==> src/rtl/seq_det_pkg.sv <==
// Shared definitions for the sequence-detecting frame scheduler.
package seq_det_pkg;

  // Number of requesting channels served by the scheduler.
  localparam int NUM_CH = 2;

  // Frame scheduler states.
  typedef enum logic [1:0] {
    IDLE = 2'd0,
    RUN  = 2'd1,
    DONE = 2'd2
  } state_t;

endpackage

==> src/rtl/seq4_det_mealy.sv <==
// 4-bit Mealy sequence detector.
// It keeps a 3-bit history and a saturating count of how many history bits are valid.
// A single instance is shared by both channels.
module seq4_det_mealy (
  input  logic       clk,
  input  logic       reset,
  input  logic       clear,
  input  logic       enable,
  input  logic       din,
  input  logic [3:0] pattern,
  input  logic       overlap,
  output logic       match
);

  logic [2:0] hist;
  logic [1:0] hist_cnt;

  // Match needs three valid history bits plus the bit currently on din.
  assign match = (hist_cnt == 2'd3) && ({hist, din} == pattern);

  // History shift and valid count.
  // A non-overlapping match restarts the count, so the next match needs four fresh bits.
  always_ff @(posedge clk or posedge reset) begin
    if (reset) begin
      hist     <= 3'd0;
      hist_cnt <= 2'd0;
    end else if (clear) begin
      hist     <= 3'd0;
      hist_cnt <= 2'd0;
    end else if (enable) begin
      hist <= {hist[1:0], din};
      if (match && !overlap) begin
        hist_cnt <= 2'd0;
      end else if (hist_cnt != 2'd3) begin
        hist_cnt <= hist_cnt + 2'd1;
      end
    end
  end

endmodule

==> src/rtl/seq_det_scheduler.sv <==
// Two-channel round-robin frame scheduler.
// During each frame, the granted channel's serial stream is run through a shared 4-bit sequence detector.
module seq_det_scheduler
  import seq_det_pkg::*;
#(
  parameter int FRAME_LEN = 16,
  parameter int CNT_W     = 5
) (
  input  logic              clk,
  input  logic              reset,
  input  logic [NUM_CH-1:0] req,
  input  logic [NUM_CH-1:0] in,
  input  logic [3:0]        pattern,
  input  logic              overlap,
  output logic [NUM_CH-1:0] gnt,
  output logic              out,
  output logic              done,
  output logic              done_ch,
  output logic [CNT_W-1:0]  match_cnt
);

  state_t     state, state_next;
  logic [7:0] bit_cnt;
  logic       ch;
  logic       last_ch;
  logic       grant_ch;
  logic [3:0] pat_lat;
  logic       ovl_lat;
  logic       start;
  logic       last_bit;
  logic       det_match;

  assign start    = (state == IDLE) && (req != '0);
  assign last_bit = (bit_cnt == 8'(FRAME_LEN - 1));

  // Round-robin pick: on contention the channel not served last wins.
  always_comb begin
    grant_ch = req[1];
    if (req == 2'b11) begin
      grant_ch = ~last_ch;
    end
  end

  // Frame sequencing: one grant, FRAME_LEN sampled bits, then a one-cycle DONE.
  always_comb begin
    state_next = state;
    case (state)
      IDLE:    if (start) state_next = RUN;
      RUN:     if (last_bit) state_next = DONE;
      DONE:    state_next = IDLE;
      default: state_next = IDLE;
    endcase
  end

  // State register.
  always_ff @(posedge clk or posedge reset) begin
    if (reset) begin
      state <= IDLE;
    end else begin
      state <= state_next;
    end
  end

  // Grant-time latches, bit counter, match counter and completed-channel record.
  always_ff @(posedge clk or posedge reset) begin
    if (reset) begin
      ch        <= 1'b0;
      last_ch   <= 1'b1;
      pat_lat   <= 4'd0;
      ovl_lat   <= 1'b0;
      bit_cnt   <= 8'd0;
      done_ch   <= 1'b0;
      match_cnt <= '0;
    end else begin
      if (start) begin
        ch        <= grant_ch;
        last_ch   <= grant_ch;
        pat_lat   <= pattern;
        ovl_lat   <= overlap;
        bit_cnt   <= 8'd0;
        match_cnt <= '0;
      end
      if (state == RUN) begin
        bit_cnt <= bit_cnt + 8'd1;
        if (out && (match_cnt != {CNT_W{1'b1}})) begin
          match_cnt <= match_cnt + 1'b1;
        end
        if (last_bit) begin
          done_ch <= ch;
        end
      end
    end
  end

  seq4_det_mealy u_det (
    .clk     (clk),
    .reset   (reset),
    .clear   (start),
    .enable  (state == RUN),
    .din     (in[ch]),
    .pattern (pat_lat),
    .overlap (ovl_lat),
    .match   (det_match)
  );

  assign out  = (state == RUN) && det_match;
  assign done = (state == DONE);

  for (genvar gi = 0; gi < NUM_CH; gi++) begin : g_gnt
    assign gnt[gi] = (state == RUN) && (ch == 1'(gi));
  end

endmodule

==> config.mk <==
export PLATFORM = sky130hd
export DESIGN_NAME = seq_det_scheduler
export DESIGN_NICKNAME = d
export VERILOG_FILES = /design/src/rtl/seq_det_pkg.sv /design/src/rtl/seq4_det_mealy.sv /design/src/rtl/seq_det_scheduler.sv
export SDC_FILE = /design/constraint.sdc
export NUM_CORES = 1
export LEC_CHECK = 0
export CAP_MARGIN = 20
export CORE_UTILIZATION = 48
export DETAILED_ROUTE_END_ITERATION = 12
export GPL_ROUTABILITY_DRIVEN = 0
export PLACE_DENSITY = 0.75
export SLEW_MARGIN = 20
export SYNTH_ARGS = -nofsm -noshare
export SYNTH_HDL_FRONTEND = slang
export SYNTH_HIERARCHICAL = 1
export SYNTH_SLANG_ARGS = --single-unit
==> constraint.sdc <==
create_clock -name clk -period 2 [get_ports clk]
set_clock_uncertainty 0.2 [all_clocks]
set_input_delay 0.3 -clock clk [delete_from_list [all_inputs] [get_ports clk]]
set_output_delay 0.3 -clock clk [all_outputs]
set_load 0.03 [all_outputs]
# After elaboration in Yosys (flattened, before gate mapping)
# Cells that the tools add are included.
[totals]
in_bits = 11
ff_bits = 28
out_inout_bits = 10
elab_cells = 58
[classes]
order_cmp = 1
add_sub_neg = 3
n_mux = 17
n_reduce_logical = 15
eq_ne = 10
bitwise = 2
[ops]
columns = ["op", "n"]
rows = [
  ["two-way mux 8 bit", 2],
  ["two-way mux 5 bit", 3],
  ["two-way mux 2 bit", 6],
  ["adder 8 x 1 -> 8 bit (second input constant)", 1],
  ["== test 8 x 4 -> 1 bit (second input constant)", 1],
  ["logical AND 1 bit", 7],
  ["== test 2 bit (second input constant)", 3],
  ["two-way mux 3 bit", 2],
  ["inequality test 2 bit (second input constant)", 3],
  ["AND reduction 2 bit", 3],
  ["adder 5 x 1 -> 5 bit (second input constant)", 1],
  ["inequality test 5 bit (second input constant)", 1],
  ["== test 4 bit", 1],
  ["one-hot mux 2 bit (2 select lines)", 1],
  ["nonzero test 2 bit", 2],
  ["two-way mux 1 bit", 3],
  ["nonzero test 3 bit", 1],
  ["adder 2 x 1 -> 2 bit (second input constant)", 1],
  ["== test 2 x 1 -> 1 bit (second input constant)", 1],
  ["logical NOT 2 bit", 1],
  ["less-than comparator 1 x 2 -> 1 bit (second input constant)", 1],
  ["NOT 1 bit", 2],
  ["logical NOT 1 bit", 1],
]

# Depth between registers and ports, before layout
[depth]
depth_word = 8
depth_mapped = 8
ltp_nobuf = 7

# Modules after synthesis
# Netlist, hierarchy kept.
[modules_own_cells]
columns = ["mod", "seq_area_each_um2", "area_per_inst_um2", "n_inst", "cells_per_inst"]
rows = [
  ["seq_det_scheduler", 576.8, 1122.3, 1, 103],
  ["seq4_det_mealy", 125.1, 292.8, 1, 30],
]

# Worst setup path after synthesis
# No wires, ideal clock.
[synth_path]
kind = "flip-flop to flip-flop"
start = "register match_cnt[0]"
end = "register match_cnt[3]"
synth_period_minus_slack_ns = 2.091
path_buffers = 1
t_required_ns = 1.673
setup_slack_ns = -0.091
setup_time_ns = 0.127
arrival_time_ns = 1.765
stages_incl_launch_ff = 8
path_cell_list = "dfrtp_1 -> ha_1 -> and3_1 -> ha_1 -> nor4bb_1 -> buf_2 -> nand4_1 -> mux2i_1"
[synth_via]
elab_chain_len = 4
elab_cells_between_ends = 5
classes_between = "add/sub (1); eq/ne (1); mux (2); reduce/logical (1)"
[synth_rtl]
columns = ["item", "line", "text"]
rows = [
  ["from (decl)", "seq_det_scheduler.sv:19", "output logic [CNT_W-1:0] match_cnt"],
  ["from (signal assigned)", "seq_det_scheduler.sv:86", "match_cnt <= match_cnt + 1'b1;"],
  ["branches (longest 2 deep; another with adder 5 x 1 -> 5 bit)", "n/a", ""],
  ["two-way mux 5 bit (*)", "seq_det_scheduler.sv:85", "if (out && (match_cnt != {CNT_W{1'b1}})) begin"],
  ["two-way mux 5 bit (*)", "seq_det_scheduler.sv:83", "if (state == RUN) begin"],
]
# Mark *: on every way between the ends.
# A chain may end at the register's enable or synchronous reset.

# Worst setup path in the final report
[layout_path]
start = "register ch"
end = "output out"
[layout_via]
elab_chain_len = 5
[layout_rtl]
columns = ["item", "line", "text"]
rows = [
  ["from (decl)", "seq_det_scheduler.sv:24", "logic ch;"],
  ["from (signal assigned)", "seq_det_scheduler.sv:76", "ch <= grant_ch;"],
  ["two-way mux 1 bit (not written as such) (2 in series)", "seq_det_scheduler.sv:100", ".din (in[ch]),"],
  ["== test 4 bit", "seq4_det_mealy.sv:19", "assign match = (hist_cnt == 2'd3) && ({hist, din} == pattern);"],
  ["logical AND 1 bit", "seq4_det_mealy.sv:19", ""],
  ["via det_match", "seq_det_scheduler.sv:31", "logic det_match;"],
  ["logical AND 1 bit", "seq_det_scheduler.sv:106", "assign out = (state == RUN) && det_match;"],
  ["to (decl)", "seq_det_scheduler.sv:16", "output logic out,"],
]
# The timed path passes the listed nets, and every way through them passes these cells. The select of a mux whose other input is x is not followed.

==> run metrics <==
RSZ-0062 raised after global routing=yes; Initial DRC Count=31; CP Max Fanout=2; Yosys top cell area share=47.75%; vias in the first global route=1124; Worst Path Arrival=1.77 ns; Mean Syn Cell Area=between 10 and 15 um2; Crit Path Category=flip-flop to output pin; Unique masters post-synth=37; PwrDens=between 1000 and 1500 nW/um2; Hold Fails Final Rpt=0; Antenna Nets Post-Route=0; Final nets=approximately 180; CP startpoint kind=flip-flop; dpl cell area=1715 um2; Core ar.=approximately 2800 um2; final setup vio count=6; Crit. End Element=output pin; final instance area=1815 um2; clock root buffer=clkbuf_4; Final min period=2.274 ns; Core Util, Final=between 60% and 70%; Slew Limit Fails=0; initial antenna violation count=0; fmax=~440 MHz; 1st-pass router iterations=4; most frequent cell after synthesis=dfrtp_1; asr flop ratio synth=between 90% and 100%; total track usage=20.24%; I/O pins=21; total wire length=2862 um; overall power=2.565 mW; pre-CTS setup slack=-0.4183 ns; Mapped Area=1415 um2; Ys Warns=6; Final Cycle Share=113.7%; Hold Crit Class=flip-flop to flip-flop; Worst-Margin Slew=0.3107 ns; Die H=56.30 um; CTS tree=yes; DR vias=~1100; WL per Instance=14.45 um; LEAKAGE=0.8466 nW; Max Buffers Root-to-Sink=2; share of cells above drive strength 1=25.15%; Initial Utilization=about half; final setup margin=-0.2744 ns; DP Wirelength=between 2000 and 2500 um; top cells by area, synth=dfrtp_1, mux2i_1, mux2_2; Vias/cell=5.535; Worst slew margin=79.25%; pin count of the biggest net entering global routing=16; Max IR drop VDD=0.9206 mV; CTS Sinks=28; CTS clock-pin slew for the worst setup and hold paths=0.14 ns; top_reg_cell synth=dfrtp_1; die area=3169 um2; failing checks=negative setup slack; Syn Nets=~150; DRC viols=0; Synth Register Bits=28; setup_tns=-0.4638 ns; max-cap violation count=0; Die Wd=56.30 um; register area share after synthesis=49.60%; area leader, netlist=dfrtp_1; number of port buffers=20; worst skew pair latency=0.32 ns; Syn Inst Count=133; Post-synth EDFFs=0; total CTS buffers=3; H-tree levels=1; Req. time, crit path=1.50 ns; Post-synth top cells=dfrtp_1, o21ai_0, nand2_1; Rows=19; outcome=finished, violations left; Antenna diodes=0; global-route congestion overflow total=0; global-route wire length before repair=around 4900 um; Area growth, synth to finish=28.29%
==> power by group <==
| part | switching, mW | internal [mW] | total [mW] |
|---|---|---|---|
| registers | 0.209 | 0.807 | 1.02 |
| logic | 0.671 | 0.644 | 1.32 |
| clock network | 0.155 | 0.0779 | 0.233 |
==> area by class of cell <==
class                   count  area, um2
clock buffers               4      26.28
fillers                   221      965.9
inverters                   5      21.27
multi-input cells          95      708.2
flip-flops and latches     28      705.7
well taps                  31      38.79
repair buffers             35      315.3
==> through the flow <==
step | instances | hold WS (ns)
finish | 198 | 0.3088
global route | 198 | 0.3325
CTS | 197 | 0.3159
detailed placement | 190 | 0.2819
global placement | 190 | 0.2651
floorplan | 133 | -0.1215
==> worst paths after layout <==
path                                startpoint                       endpoint  slack, ns  cells after the start
min                        done_ch$_DFFE_PP0P_            done_ch$_DFFE_PP0P_       0.31                      1
min reg2reg                done_ch$_DFFE_PP0P_            done_ch$_DFFE_PP0P_       0.31                      1
max in group asynchronous                reset            last_ch$_DFFE_PP1P_       0.51                      4
max                             ch$_DFFE_PP0P_                            out      -0.27                      6
min in group asynchronous                reset  u_det/hist_cnt[1]$_DFFE_PP0P_       0.55                      3
max reg2reg                     ch$_DFFE_PP0P_         match_cnt[3]$_DFF_PP0_      -0.10                      8
==> layer usage <==
layer  part of all wire [%]  GRT usage [%]  wire length (um)  vias up
met5                      0              0                 0        -
met4                   0.59          7.666                17        0
met3                    2.9          2.074                82        2
met2                     54          36.90              1541       24
met1                     43          24.54              1221      531
li1                       -              -                 -      539
==> kinds of logic (layout without fill, tap and decap cells) <==
logic type	after synthesis	after routing	share of synthesized area (%)
adders and majority gates	4	4	3.537
xor gates and xnor gates	5	5	3.094
and+or+nand+nor	43	43	17.06
buffers and inverters	10	44	2.918
muxes	17	17	12.64
AOI/OAI and AO/OA	26	26	11.14
DFF	28	28	49.60
==> what timing repair did <==
action,in CTS,in global routing
buffers inserted,2,1
endpoints found under the setup margin,9,8
pin swaps,5,2
hold buffers,1,0
gates resized for setup,10,7
endpoints found under the hold margin,5,0
==> cells in the final DEF (no fill, tap or decap), types with 2 or more instances in the layout <==
cell / instances
a21oi_1: 2
a31oi_1: 2
and2_1: 2
buf_4: 15
buf_6: 2
clkbuf_4: 3
clkdlybuf4s50_1: 14
dfrtp_1: 24
dfrtp_2: 3
dlygate4sd2_1: 2
ha_1: 3
inv_1: 4
mux2_2: 5
mux2i_1: 10
nand2_1: 9
nand2_2: 3
nand2b_1: 3
nand3_1: 2
nand4_1: 2
nor2_1: 9
o211ai_1: 3
o21ai_0: 11
o21ai_2: 2
or2_1: 2
xnor2_1: 4
==> critical path: stages, from the launching register on <==
cell and delay [ns]:
dfrtp_1 0.42, mux2_4 0.33, xnor2_2 0.14, nand4_1 0.13, nor2_1 0.14, and2_1 0.17, buf_6 0.13
==> registers in the layout (all words and copies together) (netlist names), 2 cells and up <==
| signal | flops |
|---|---|
| u_det/hist | 3 |
| state | 2 |
| u_det/hist_cnt | 2 |
| match_cnt | 5 |
| pat_lat | 4 |
| bit_cnt | 8 |
Note: power is estimated with default switching activity, not from simulation.
